**src/rtl/mac_pkg.sv**
```systemverilog
// Shared constants and helpers for the MAC datapath.
package mac_pkg;

  localparam int unsigned MAC_WIDTH = 8;

  // Flat index of partial product (row = b bit, col = a bit) in a width x width matrix.
  function automatic int unsigned pp_idx(input int unsigned row,
                                         input int unsigned col,
                                         input int unsigned width);
    return row * width + col;
  endfunction

endpackage

```
**src/rtl/and_cell.sv**
```systemverilog
// 1-bit registered AND with capture enable and async active-low reset.
module and_cell (
  input  logic clk,
  input  logic rst_n,
  input  logic i_en,
  input  logic i_a,
  input  logic i_b,
  output logic o_y
);

  logic r_y;

  always_ff @(posedge clk or negedge rst_n) begin
    if (!rst_n) begin
      r_y <= 1'b0;
    end else if (i_en) begin
      r_y <= i_a & i_b;
    end
  end

  assign o_y = r_y;

endmodule

```
**src/rtl/and_gate_array.sv**
```systemverilog
// Registered AND-gate array: bitwise AND plus full partial-product matrix,
// one cycle of latency, outputs held while in_valid is low.
module and_gate_array
  import mac_pkg::*;
#(
  parameter int unsigned WIDTH = MAC_WIDTH
) (
  input  logic                     clk,
  input  logic                     rst_n,
  input  logic                     in_valid,
  input  logic [WIDTH-1:0]         a,
  input  logic [WIDTH-1:0]         b,
  output logic [WIDTH-1:0]         y,
  output logic [WIDTH*WIDTH-1:0]   pp,
  output logic                     any_one,
  output logic                     out_valid
);

  logic [WIDTH-1:0] w_and;
  logic             r_any_one;
  logic             r_out_valid;

  assign w_and = a & b;

  // Partial-product matrix: row i uses b[i], column j uses a[j].
  for (genvar gi = 0; gi < WIDTH; gi++) begin : g_row
    for (genvar gj = 0; gj < WIDTH; gj++) begin : g_col
      localparam int unsigned IDX = pp_idx(gi, gj, WIDTH);
      and_cell u_pp (
        .clk   (clk),
        .rst_n (rst_n),
        .i_en  (in_valid),
        .i_a   (a[gj]),
        .i_b   (b[gi]),
        .o_y   (pp[IDX])
      );
    end
  end

  for (genvar gk = 0; gk < WIDTH; gk++) begin : g_y
    and_cell u_y (
      .clk   (clk),
      .rst_n (rst_n),
      .i_en  (in_valid),
      .i_a   (a[gk]),
      .i_b   (b[gk]),
      .o_y   (y[gk])
    );
  end

  // any_one comes from the sampled operands, so it is coherent with y.
  always_ff @(posedge clk or negedge rst_n) begin
    if (!rst_n) begin
      r_any_one   <= 1'b0;
      r_out_valid <= 1'b0;
    end else begin
      r_out_valid <= in_valid;
      if (in_valid) begin
        r_any_one <= |w_and;
      end
    end
  end

  assign any_one   = r_any_one;
  assign out_valid = r_out_valid;

endmodule

```
**config.mk**
```make
export PLATFORM = sky130hd
export DESIGN_NAME = and_gate_array
export DESIGN_NICKNAME = d
export VERILOG_FILES = /design/src/rtl/mac_pkg.sv /design/src/rtl/and_cell.sv /design/src/rtl/and_gate_array.sv
export SDC_FILE = /design/constraint.sdc
export NUM_CORES = 1
export LEC_CHECK = 0
export BUFFER_PORTS_ARGS = -buffer_cell sky130_fd_sc_hd__buf_2
export CAP_MARGIN = 30
export CELL_PAD_IN_SITES_DETAIL_PLACEMENT = 0
export CELL_PAD_IN_SITES_GLOBAL_PLACEMENT = 1
export CORE_ASPECT_RATIO = 0.8
export CORE_UTILIZATION = 38
export CTS_CLUSTER_SIZE = 20
export DETAILED_ROUTE_END_ITERATION = 6
export PLACE_DENSITY = 0.79
export SYNTH_ARGS = -nofsm -noshare
export SYNTH_HDL_FRONTEND = slang
export SYNTH_HIERARCHICAL = 1
export SYNTH_SLANG_ARGS = --single-unit
export TNS_END_PERCENT = 100
```
**constraint.sdc**
```tcl
create_clock -name clk -period 0.8 [get_ports clk]
set_clock_uncertainty 0.05 [all_clocks]
set_input_delay 0.2 -clock clk [delete_from_list [all_inputs] [get_ports clk]]
set_output_delay 0.2 -clock clk [all_outputs]
set_load 0.01 [all_outputs]
```
---- Yosys cells after proc, flatten, opt, wreduce, memory -nomap -nowiden ----
Index checks and enable logic that the tools add are counted.
storage, ports and cells
  register bits ........................... 66
  output and inout port bits .............. 74
  logic and storage cells ................. 132
cells by class
  bitwise operators ....................... 65
  reductions and logical operators ........ 1
operators with widths
  operator          number
  $and A1 B1 Y1     64
  $and A8 B8 Y8     1
  $reduce_or A8 Y1  1

---- Longest topological paths before layout ----
  depth after elaboration ................. 2
  gate-level depth with buffers ........... 3
  gate-level depth less buffers ........... 3

---- By module ----
The synthesis kept the hierarchy.
modules (own cells, without submodules)
  module          instances  cells an instance  area an instance (µm²)  sequential area each (µm²)
  and_cell        72         4                  38.8                    25.0
  and_gate_array  1          8                  107.6                   50.0

---- Worst setup path after synthesis ----
No wires, ideal clock.
  path type ............................... in2reg
  from .................................... input a[4]
  to ...................................... register r_any_one, in the netlist any_one
  setup time .............................. 131 ps
  arrival ................................. 664 ps
  data required time ...................... 619 ps
  setup slack ............................. -46 ps
  stages on the path ...................... 3
  path buffers ............................ 0
  cells stage by stage .................... a22o_1 -> a221oi_2 -> a31oi_1
on the way
  longest elaborated chain between the ends .. 2
ends and longest elaborated chain
  what                    RTL line              RTL
  start: declaration      and_gate_array.sv:11  input logic [WIDTH-1:0] a,
  $and A8 B8 Y8           and_gate_array.sv:23  assign w_and = a & b;
  $reduce_or A8 Y1        and_gate_array.sv:59  r_any_one <= |w_and;
  end signal: assignment  and_gate_array.sv:59
  end: declaration        and_gate_array.sv:20  logic r_any_one;
No other way between the ends.
A chain may end at the register's enable or synchronous reset.

---- Final worst setup path ----
  from .................................... register g_row[5].g_col[0].u_pp.r_y
  to ...................................... output pp[40]
RTL lines
  what                      RTL line              RTL
  start: declaration        and_cell.sv:11        logic r_y;
  start signal: assignment  and_cell.sv:17        r_y <= i_a & i_b;
  end: declaration          and_gate_array.sv:14  output logic [WIDTH*WIDTH-1:0] pp,
No word-level cell between the ends.

==> flow_summary_export.csv <==
group,metric,value,unit
clocking,clock-sinks,74,
drt,wl_met1,3.92,mm
synth,ys_seq_area_share,63.8,%
setup_path,cp-end-kind,"output pin",
synth,synth_cell_types,8,
pwr,p_sw,2.39,mW
placed_design,place_congestion,0.752,
drt,wl_met3,703,um
placed_design,dpl-instance-area,0.00375,sq mm
synth,synth_edf_count,0,
cells_and_area,antenna_cells,0,
floorplanning,core_area,0.00739,sq mm
clocking,clkSlewWorstSetupHoldPaths,80,ps
synth,async_flop_share,100,%
global_routing,grtUsageTotal,21.6,%
timing,hold_ws,189,ps
clocking,insertion_delay,330,ps
setup_path,critPathTopFamily,"flip-flops",
placed_design,portBuffers,92,
cells_and_area,seq_area,0.00185,sq mm
floorplanning,fp-row-count,28,
floorplanning,die_w,99.7,um
synth,ys_top_cells_by_count,"74 x dfrtp_1, 72 x inv_1, 72 x nand3_1, 72 x o21ai_1",
global_routing,grt_pass1_vias,2482,
synth,synth_area_leaders,"dfrtp_1 64%, nand3_1 12%, o21ai_1 12%, inv_1 9.3%, a221oi_2 1.0%",
setup_path,reg2reg_slack,-110,ps
min_path,worst_hold_path_type,"input pin to flip-flop",
synth,synth_top_area_cell,"dfrtp_1",
run_status,status,"complete, but fails checks",
pwr,p_int,6.41,mW
timing,timing.final.ws_setup,-340,ps
synth,syn_nets,315,
cells_and_area,drive_gt1_share,42.4,%
drt,viasPerCell,4.68,
timing,rsz0062_at_grt,"true",
timing,min_period_over_period,142,%
global_routing,grt_pass1_wl,12.8,mm
pwr,p_total,8.80,mW
timing,finalMaxSlewViolations,0,
floorplanning,die_h,80.1,um
setup_path,max_stage_delay,410,ps
cells_and_area,fin_cells,574,
timing,tns,-23060,ps
timing,hold_viol,0,
placed_design,hpwlAfterDp,5.40,mm
synth,ys_ff_latch,74,
synth,synth_top_area_share,63.8,%
clocking,cts_root_buf,"clkbuf_8",
setup_path,required,550,ps
drt,drtAntennaViolNets,0,
synth,syn_area,0.00290,sq mm
drt,drtIter0Drc,71,
pwr,power.share.clock,33.6,%
timing,post-route-min-period,1140,ps
synth,yosysMostFrequentCell,"dfrtp_1",
synth,synthCells,296,
setup_path,worst-path-buf-inv,1,
clocking,cts_tree,"built",
setup_path,cp_slowest_cell,"dfrtp_1",
setup_path,worstPathMaxFanout,2,
clocking,cts.htree.levels,3,
pwr,power.leakage,2.26,nW
cells_and_area,nNetsFinal,483,
timing,max_slew_margin,81.9,%
clocking,cts_buffers,9,
run_status,violations,"negative setup slack",
drt,num_vias,2687,
pwr,switching_share,27.2,%
placed_design,pre_cts_ws,-260,ps
setup_path,critical_path_class,"flip-flop to output pin",
cells_and_area,syn2layout_area_growth,50.6,%
job,max_cap_violations,0,
placed_design,dp_cells,519,
cells_and_area,n_fill_cell,691,
cells_and_area,multi_input_area,801,sq um
global_routing,grt_overflow_total,0,
global_routing,grt_max_degree,47,
cells_and_area,final_util,59.1,%
drt,wire_per_inst,14.2,um
floorplanning,start_util,39.2,%
drt,routed_wirelength,8.15,mm
setup_path,critPathLaunchType,"flip-flop",
synth,ys_warn_count,6,
drt,drc,0,
pwr,combPwrFrac,18.7,%
setup_path,cp_cell_sequence,"buf_2",
floorplanning,dieArea,0.00799,sq mm
global_routing,antenna_found_initial,0,
pwr,seqPwrFrac,47.7,%
synth,avgSynthCellArea,9.80,sq um
pwr,power_density,2010,mW/mm^2
drt,dr.pass1.iters,4,
cells_and_area,final_cell_area,0.00437,sq mm
drt,wl_met2,3.46,mm
setup_path,arrival,890,ps
clocking,cts_max_path_buffers,2,
pwr,ir_drop,0.000930,V
drt,top_layer,"met4",
synth,synthFlopType,"dfrtp_1",
floorplanning,ios,93,
timing,fmax,877,MHz
timing,setup_viol,77,
timing,worst_slew_pin_slew,271,ps
[registers in the layout, indices dropped and copies added, names as in the netlist]
register / count
out_valid: 1
g_row.g_col.u_pp/o_y: 64
g_y.u_y/o_y: 8
any_one: 1
[cell families (layout without fill, tap and decap cells)]
family          after synthesis  after routing  share of synthesized area, %
buf+inv                      72            245                          9.32
simple gates                 73             73                          12.6
compound gates               77             77                          14.3
flops                        74             74                          63.8
[placed cells by master (no fill, tap or decap), drive strengths merged]
cell	count
dfrtp	74
clkinv	3
a221oi	2
clkbuf	11
nand3	72
dlygate4sd3	1
buf	156
nor2	1
a22o	2
bufinv	1
inv	72
o21ai	72
clkinvlp	1
a31oi	1
[layer usage]
metal	up-vias	global-route usage [%]
met5	-	0
met4	0	7.50
met3	7	5.92
met2	95	29.7
met1	1260	32.2
li1	1325	-
[power groups by stage]
stage | registers [mW] | logic, mW | clock network, mW
global placement | 4.26 | 1.31 | 0
detailed placement | 4.25 | 1.34 | 0
CTS | 4.19 | 1.47 | 3.04
floorplan | 4.39 | 0.315 | 0
finish | 4.20 | 1.65 | 2.96
global route | 4.23 | 1.83 | 3.19
[path summary, 6_finish.rpt]
check | from | end | cells after the start
min reg2reg | g_row[0].g_col[0].u_pp/o_y | g_row[0].g_col[0].u_pp/o_y | 2
min | a[7] | any_one | 3
max reg2reg | g_row[4].g_col[1].u_pp/o_y | g_row[4].g_col[1].u_pp/o_y | 4
min in group asynchronous | rst_n | g_y[1].u_y/o_y | 3
max in group asynchronous | rst_n | g_row[6].g_col[6].u_pp/o_y | 3
max | g_row[5].g_col[0].u_pp/o_y | pp[40] | 1
[cell type report]
type / count / share of cell area, %
clock buffer: 11 / 3.47
clock inverter: 5 / 1.20
inverter: 72 / 6.19
multi-input combinational: 150 / 18.3
sequential: 74 / 42.4
tap: 105 / 3.01
timing repair buffer: 157 / 25.4
[what timing repair did]
action                                 CTS  global route
buffers inserted                        18            22
gates resized for setup                  6            38
hold buffers                             1             0
pin swaps                                1            16
setup endpoints to repair               74            85
endpoints found under the hold margin   74             0
Note: power is estimated with default switching activity, not from simulation.
